<file path="config.mk">
export PLATFORM = sky130hd
export DESIGN_NAME = rf_write_arbiter
export DESIGN_NICKNAME = d
export VERILOG_FILES = /design/src/rtl/rf_pkg.sv /design/src/rtl/rf_rr_arbiter.sv /design/src/rtl/rf_write_arbiter.sv
export SDC_FILE = /design/constraint.sdc
export NUM_CORES = 1
export LEC_CHECK = 0
export BUFFER_PORTS_ARGS = -buffer_cell sky130_fd_sc_hd__buf_2
export CAP_MARGIN = 40
export CORE_AREA = 4 4 157 83
export DETAILED_ROUTE_END_ITERATION = 10
export DIE_AREA = 0 0 161 87
export SLEW_MARGIN = 40
export SYNTH_ARGS = -nofsm -noshare
export SYNTH_HDL_FRONTEND = slang
export SYNTH_SLANG_ARGS = --single-unit
</file>
<file path="constraint.sdc">
create_clock -name clk -period 1 [get_ports clk]
set_input_delay 0.1 -clock clk [delete_from_list [all_inputs] [get_ports clk]]
set_output_delay 0.1 -clock clk [all_outputs]
set_load 0.1 [all_outputs]
</file>
<file path="src/rtl/rf_pkg.sv">
// Shared types and constants for the register-file write arbiter.
package rf_pkg;

  localparam int ADDR_W   = 5;
  localparam int DATA_W   = 32;
  localparam int NUM_REGS = 32;

  // One writeback request as seen by the register file write port.
  typedef struct packed {
    logic [ADDR_W-1:0] addr;
    logic [DATA_W-1:0] data;
  } rf_wr_req_t;

  // Requester index following idx, wrapping at n.
  function automatic int unsigned wrap_inc(input int unsigned idx, input int unsigned n);
    return (idx + 1 >= n) ? 0 : idx + 1;
  endfunction

endpackage

</file>
<file path="src/rtl/rf_rr_arbiter.sv">
// One-hot grant among NREQ valid inputs.
// RF_ARB_RR_EN selects round-robin with a pointer register; otherwise
// fixed priority (requester 0 highest) with no state at all.
module rf_rr_arbiter
  import rf_pkg::*;
#(
  parameter int NREQ = 2
) (
  input  logic            clk,
  input  logic            rst_n,
  input  logic [NREQ-1:0] valid,
  output logic [NREQ-1:0] grant
);

`ifdef RF_ARB_RR_EN
  localparam int PW = (NREQ > 2) ? 2 : 1;

  logic [PW-1:0] ptr_q, ptr_d;

  // Search from the pointer, wrapping; a grant moves the pointer past the winner.
  always_comb begin
    logic        found;
    int          idx;
    logic [PW-1:0] idx_n;
    grant = '0;
    ptr_d = ptr_q;
    found = 1'b0;
    idx   = 0;
    idx_n = '0;
    for (int k = 0; k < NREQ; k++) begin
      idx   = (int'(ptr_q) + k) % NREQ;
      idx_n = PW'(idx);
      if (!found && valid[idx_n]) begin
        grant[idx_n] = 1'b1;
        found        = 1'b1;
        ptr_d        = PW'(wrap_inc(int unsigned'(idx), NREQ));
      end
    end
  end

  // Pointer register; only a grant (which is always an accepted transfer) moves it.
  always_ff @(posedge clk or negedge rst_n) begin
    if (!rst_n) ptr_q <= '0;
    else        ptr_q <= ptr_d;
  end
`else
  logic unused_clk_rst;
  assign unused_clk_rst = clk ^ rst_n;

  // Isolate the lowest set valid bit.
  always_comb begin
    grant = valid & (~valid + NREQ'(1));
  end
`endif

endmodule

</file>
<file path="src/rtl/rf_write_arbiter.sv">
// Register-file write port arbiter with pending-write scoreboard.
// Optional round-robin arbitration: define RF_ARB_RR_EN.
module rf_write_arbiter #(
  parameter int NREQ   = 2,
  parameter int DATA_W = rf_pkg::DATA_W,
  parameter int ADDR_W = rf_pkg::ADDR_W
) (
  input  logic                         clk,
  input  logic                         rst_n,
  input  logic [NREQ-1:0]              req_valid,
  output logic [NREQ-1:0]              req_ready,
  input  logic [NREQ*ADDR_W-1:0]       req_addr,
  input  logic [NREQ*DATA_W-1:0]       req_data,
  input  logic                         issue_valid,
  input  logic [ADDR_W-1:0]            issue_reg,
  output logic                         RegWriteSig,
  output logic [ADDR_W-1:0]            writeReg,
  output logic [DATA_W-1:0]            writeData,
  output logic [rf_pkg::NUM_REGS-1:0]  busy
);
  import rf_pkg::*;

  rf_wr_req_t [NREQ-1:0] req;
  rf_wr_req_t [NREQ-1:0] masked;
  rf_wr_req_t [NREQ:0]   or_chain;
  rf_wr_req_t            sel;
  logic [NREQ-1:0]       grant;
  logic                  acc;

  logic                  reg_write_sig_q, reg_write_sig_d;
  logic [ADDR_W-1:0]     write_reg_q, write_reg_d;
  logic [DATA_W-1:0]     write_data_q, write_data_d;
  logic [NUM_REGS-1:0]   busy_q, busy_d;

  rf_rr_arbiter #(.NREQ(NREQ)) u_arb (
    .clk   (clk),
    .rst_n (rst_n),
    .valid (req_valid),
    .grant (grant)
  );

  // Unpack requesters and AND-OR select the granted one (grant is one-hot).
  assign or_chain[0] = '0;
  for (genvar i = 0; i < NREQ; i++) begin : g_req
    assign req[i].addr    = req_addr[i*ADDR_W +: ADDR_W];
    assign req[i].data    = req_data[i*DATA_W +: DATA_W];
    assign masked[i]      = grant[i] ? req[i] : '0;
    assign or_chain[i+1]  = or_chain[i] | masked[i];
  end
  assign sel       = or_chain[NREQ];
  assign acc       = |grant;
  assign req_ready = grant;

  // Next write-port state: load on accept, suppress enable for r0, hold otherwise.
  always_comb begin
    reg_write_sig_d = 1'b0;
    write_reg_d     = write_reg_q;
    write_data_d    = write_data_q;
    if (acc) begin
      reg_write_sig_d = (sel.addr != '0);
      write_reg_d     = sel.addr;
      write_data_d    = sel.data;
    end
  end

  // Scoreboard: clear on accept, then set on issue so a newer producer wins.
  always_comb begin
    busy_d = busy_q;
    if (acc) busy_d[sel.addr] = 1'b0;
    if (issue_valid && issue_reg != '0) busy_d[issue_reg] = 1'b1;
    busy_d[0] = 1'b0;
  end

  // Output and scoreboard registers; reset drops any write in flight.
  always_ff @(posedge clk or negedge rst_n) begin
    if (!rst_n) begin
      reg_write_sig_q <= 1'b0;
      write_reg_q     <= '0;
      write_data_q    <= '0;
      busy_q          <= '0;
    end else begin
      reg_write_sig_q <= reg_write_sig_d;
      write_reg_q     <= write_reg_d;
      write_data_q    <= write_data_d;
      busy_q          <= busy_d;
    end
  end

  assign RegWriteSig = reg_write_sig_q;
  assign writeReg    = write_reg_q;
  assign writeData   = write_data_q;
  assign busy        = busy_q;

endmodule
</file>
Yosys cells after proc, flatten, opt, wreduce, memory -nomap -nowiden
Index checks and enable logic that the tools add are counted.
- word-level logic and storage cells: 30
- input bits: 84
- flip-flop bits (word level): 69
- output and inout bits: 72
- bitwise gates (word level): 6
- muxes and demuxes: 9
- $add $sub $neg: 1
- reduce and logical (&&, ||, !) cells: 6
- magnitude comparators: 4
- operator list (cell ; number):
    2-to-1 mux 37 bit ; 2
    2-to-1 mux 32 bit ; 2
    OR 37 bit ; 1
    AND 32 bit ; 1
    NOT 32 bit ; 1
    OR 32 bit ; 1
    less-than comparator 5 x 6 -> 1 bit (second input constant) ; 2
    demux 1 bit (select 5 bit) ; 2
    >= comparator 5 x 1 -> 1 bit (second input constant) ; 2
    nonzero test 5 bit ; 2
    logical AND 1 bit ; 3
    2-to-1 mux 1 bit ; 3
    adder 2 x 1 -> 2 bit (second input constant) ; 1
    AND 2 bit ; 1
    NOT 2 bit ; 1
    OR reduction 2 bit ; 1

Logic depth before layout (Yosys ltp)
- word-level depth: 14
- mapped depth: 6
- gate-level depth less buffers: 4

Cells and area by module
From an unflattened synthesis, not the netlist that was laid out.
- cells, all modules: 366
- area, all modules: 3321.9 sq um
- modules (own cells, without submodules) (module ; seq. area each (sq um) ; cells an instance ; area each (sq um) ; times used):
    rf_write_arbiter ; 1726.7 ; 364 ; 3300.7 ; 1
    rf_rr_arbiter ; 0.0 ; 2 ; 21.3 ; 1

Worst setup path before layout
Ideal clock, no wire load.
- path type: input-to-reg
- start point: input req_valid[0]
- end point: register reg_write_sig_q, in the netlist RegWriteSig
- stages on the path: 6
- buffers on the path: 2
- required time: 0.928 ns
- arrival time: 1.404 ns
- path slack: -0.476 ns
- library setup time: 0.072 ns
- cells stage by stage: buf_6 > buf_4 > nand2b_1 > inv_1 > o21ai_0 > nand3_1
- longest elaborated chain between the ends: 7
- elaborated cells on any way between the ends: 9
- those cells by class: 1 x add/sub; 3 x mux; 3 x bitwise; 2 x reduce/logical
- RTL lines (what ; line ; RTL):
    start, declared ; rf_write_arbiter.sv:10 ; input logic [NREQ-1:0] req_valid,
    NOT 2 bit * ; rf_rr_arbiter.sv:52 ; grant = valid & (~valid + NREQ'(1));
    adder 2 x 1 -> 2 bit * ; rf_rr_arbiter.sv:52 ;
    AND 2 bit * ; rf_rr_arbiter.sv:52 ;
    net req_ready[1] ; rf_write_arbiter.sv:11 ; output logic [NREQ-1:0] req_ready,
    2-to-1 mux 37 bit ; rf_write_arbiter.sv:47 ; assign masked[i] = grant[i] ? req[i] : '0;
    OR 37 bit ; rf_write_arbiter.sv:48 ; assign or_chain[i+1] = or_chain[i] | masked[i];
    nonzero test 5 bit ; rf_write_arbiter.sv:60 ; reg_write_sig_d = (sel.addr != '0);
    2-to-1 mux 1 bit * ; rf_write_arbiter.sv:59 ; if (acc) begin
    net reg_write_sig_d ; rf_write_arbiter.sv:30 ; logic reg_write_sig_q, reg_write_sig_d;
    end signal, assigned ; rf_write_arbiter.sv:82 ; reg_write_sig_q <= reg_write_sig_d;
    end, declared ; rf_write_arbiter.sv:30 ;
Mark *: on every way through the listed nets, which the timed path passes. The rest lies on a longest branch.
A chain may end at the register's enable or synchronous reset.

Final worst setup path
- start point: register busy_q[1], in the netlist busy[1]
- end point: output busy[1] (netlist name)
- RTL lines (what ; line ; RTL):
    start, declared ; rf_write_arbiter.sv:33 ; logic [NUM_REGS-1:0] busy_q, busy_d;
    start signal, assigned ; rf_write_arbiter.sv:85 ; busy_q <= busy_d;
    end, declared ; rf_write_arbiter.sv:19 ; output logic [rf_pkg::NUM_REGS-1:0] busy
No word-level cell between the ends.

==> impl_results.md <==
* Crit Path Max Fanout at 3
* Vias/cell at 4.84
* Drt total wl at 12800 µm
* Vias in the first global route at 4112
* Core box area at 0.0116 mm²
* RSZ-0062 raised after global routing: yes
* Ys flop type: dfrtp_1
* Full die area at 0.0140 mm²
* Critical path endpoint category: output port
* Setup violators final at 68
* Setup ws final at -107 ps
* Post-Syn Area per Cell at 9.50 µm²
* Synth Register Bits at 69
* Port Buffers at 154
* Peak Freq at 0.903 GHz
* Launching point of the worst reg2reg path: busy[2]
* Clock Sinks at 69
* Tmin final at 1110 ps
* Largest net degree at the start of global routing at 70
* Syn Inst Count at 373
* I/O Pins at 156
* Drt pass-1 iters at 4
* CP Launch Type: flop
* Number of H-tree levels at 3
* Final slew viol count at 0
* Routed WL per cell at 16.0 µm
* Fin crit share at 111%
* R2R depth at 3
* Max cap viols at 0
* Post-DP HPWL at 8920 µm
* Final Net Count at 715
* Worst hold start: req_data[24]
* Maximum VDD drop at 656 µV
* Fill count at 933
* Crit-path cells: buf_12
* Initial antenna violation count at 0
* Synthesized area at 0.00354 mm²
* DRT antenna net count at 0
* Hold Path Stages at 3
* Seq/Total Area, Yosys at 48.7%
* Total track usage at 18.4%
* Die Height at 87 µm
* CTS clk-pin slew, worst paths at 50 ps
* Die Width at 161 µm
* Failing checks: setup timing
* Row count at 28
* Net Count, Synth at 457
* Clock Path Buffers at 2
* R2r setup slk at 10 ps
* Status: finished with violations
* Global-route wire length before repair at 20600 µm
* Async S/R FF share, synth at 100%
* CP top delay family: flip-flops
* Hold endpoint: writeData[24]
* WS Path Type: flop to output port
* Total CTS buffers at 9
* Clk Latency, worst-skew pair at 330 ps
* TritonCTS clock tree: done
* Most frequent cells in the layout: buf_2 (82), buf_4 (79), buf_12 (75)
* Final Hold Viols at 0
* Most common cell after layout, fill and taps aside: buf_2
* DR DRC count at 0
* Ys Warns at 0
* LEAKAGE at 3.45 nW
* Cell area after layout at 0.00703 mm²
* Crit path DAT at 1010 ps
* Number of buffers and inverters on the critical path at 1
* Slowest stage delay, CP at 500 ps
* Critical path required time at 900 ps
* ANT cells at 0
* Critical path's slowest cell: dfrtp_4
* Min-delay worst type: input port to flop
* Distinct cells, synth at 30
* Starting density of the core at 30.5%
* Clk Tree Root Cell: clkbuf_16
* Reg-to-reg endpoint: busy[2]
* Post-Place Cell Area at 0.00608 mm²
* Initial DRC Count at 304
* Area grow syn2layout at 98.3%
* Via count at 3868
* Worst Skew at 0 ps
* Layout cells sized above 1 at 53.9%
* Grt total ovfl at 0
* Setup WS pre-CTS at -330 ps
* Power density cells at 1460 mW/mm²
* Post-synth EDFFs at 0
* Routability Congestion at 0.846
==> synth_stat cells, types with 5 or more instances <==
library cell | instances | area (µm²)
a32oi_1 | 7 | 61.3
and3b_1 | 8 | 70.1
buf_1 | 7 | 26.3
buf_4 | 7 | 52.6
clkbuf_1 | 6 | 22.5
dfrtp_1 | 69 | 1730
inv_1 | 32 | 120
mux2i_1 | 34 | 340
nand2_1 | 64 | 240
nand3_1 | 30 | 150
nand3b_1 | 8 | 60.1
nand4bb_1 | 5 | 56.3
o211ai_1 | 24 | 180
o21ai_0 | 42 | 210
==> routing by layer <==
metal  global-route usage (%)  up-vias  wire length [µm]
met3                     4.30       20               662
met4                     4.95        0               193
met2                     35.9      115              6920
met5                        0        -                 0
met1                     20.4     1902              5010
li1                         -     1831                 -
==> kinds of logic after synthesis <==
| family | count (synthesis) | share of synthesized area, % |
|---|---|---|
| muxes | 34 | 9.60 |
| AOI/OAI and AO/OA | 83 | 14.9 |
| buffers and inverters | 57 | 7.31 |
| and+or+nand+nor | 129 | 19.3 |
| DFF | 69 | 48.7 |
| other | 1 | 0.106 |
==> where the power goes <==
part	switching (mW)	internal (mW)	total, mW	leakage (nW)
combinational	2.02	1.31	3.32	2.60
clock	1.19	2.55	3.74	0.172
sequential	0.195	3.01	3.20	0.683
total	3.40	6.87	10.3	3.45
==> worst max path at each step <==
| stage | startpoint | endpoint | slack [ps] | cells after the start |
|---|---|---|---|---|
| floorplan | req_valid[0] | RegWriteSig | -250 | 6 |
| global placement | req_valid[0] | busy[18] | -320 | 6 |
| detailed placement | req_valid[0] | busy[18] | -330 | 6 |
| CTS | busy[1] | busy[1] | -120 | 1 |
| global route | busy[1] | busy[1] | -130 | 1 |
| finish | busy[1] | busy[1] | -110 | 1 |
==> per-stage QoR <==
| stage | hold WS [ps] | std cells | setup TNS, ps | util [%] | total power, mW |
|---|---|---|---|---|---|
| 2_1_floorplan | -196 | 373 | -1270 | - | 5.01 |
| 3_3_place_gp | 159 | 722 | -16340 | 52.3 | 6.37 |
| 3_5_place_dp | 164 | 722 | -18460 | 52.3 | 6.41 |
| 4_1_cts | 5.09 | 794 | -2990 | 59.8 | 10.3 |
| 5_1_grt | 10.4 | 800 | -4070 | 60.4 | 10.6 |
| 6_report | 9.91 | 800 | -2260 | 60.4 | 10.3 |
==> what timing repair did <==
| item | CTS | global route |
|---|---|---|
| pin swaps | 0 | 3 |
| gates resized for setup | 5 | 6 |
| hold buffers | 32 | 0 |
| endpoints found under the setup margin | 71 | 74 |
| setup buffers | 25 | 6 |
| endpoints found under the hold margin | 100 | 0 |
==> layout make-up <==
class,instances,area (µm²),share of cell area (%)
clock buffer,11,253,3.60
clock inverter,4,95.1,1.35
inverter,32,124,1.76
multi-input combinational,247,1660,23.6
sequential,69,1820,25.9
tap,165,206,2.94
timing repair buffer,272,2870,40.8
==> sequential cells by signal, indices dropped and copies added, names as in the netlist <==
register / flops
RegWriteSig: 1
busy: 31
writeData: 32
writeReg: 5
Power figures use the tool's default switching activity.
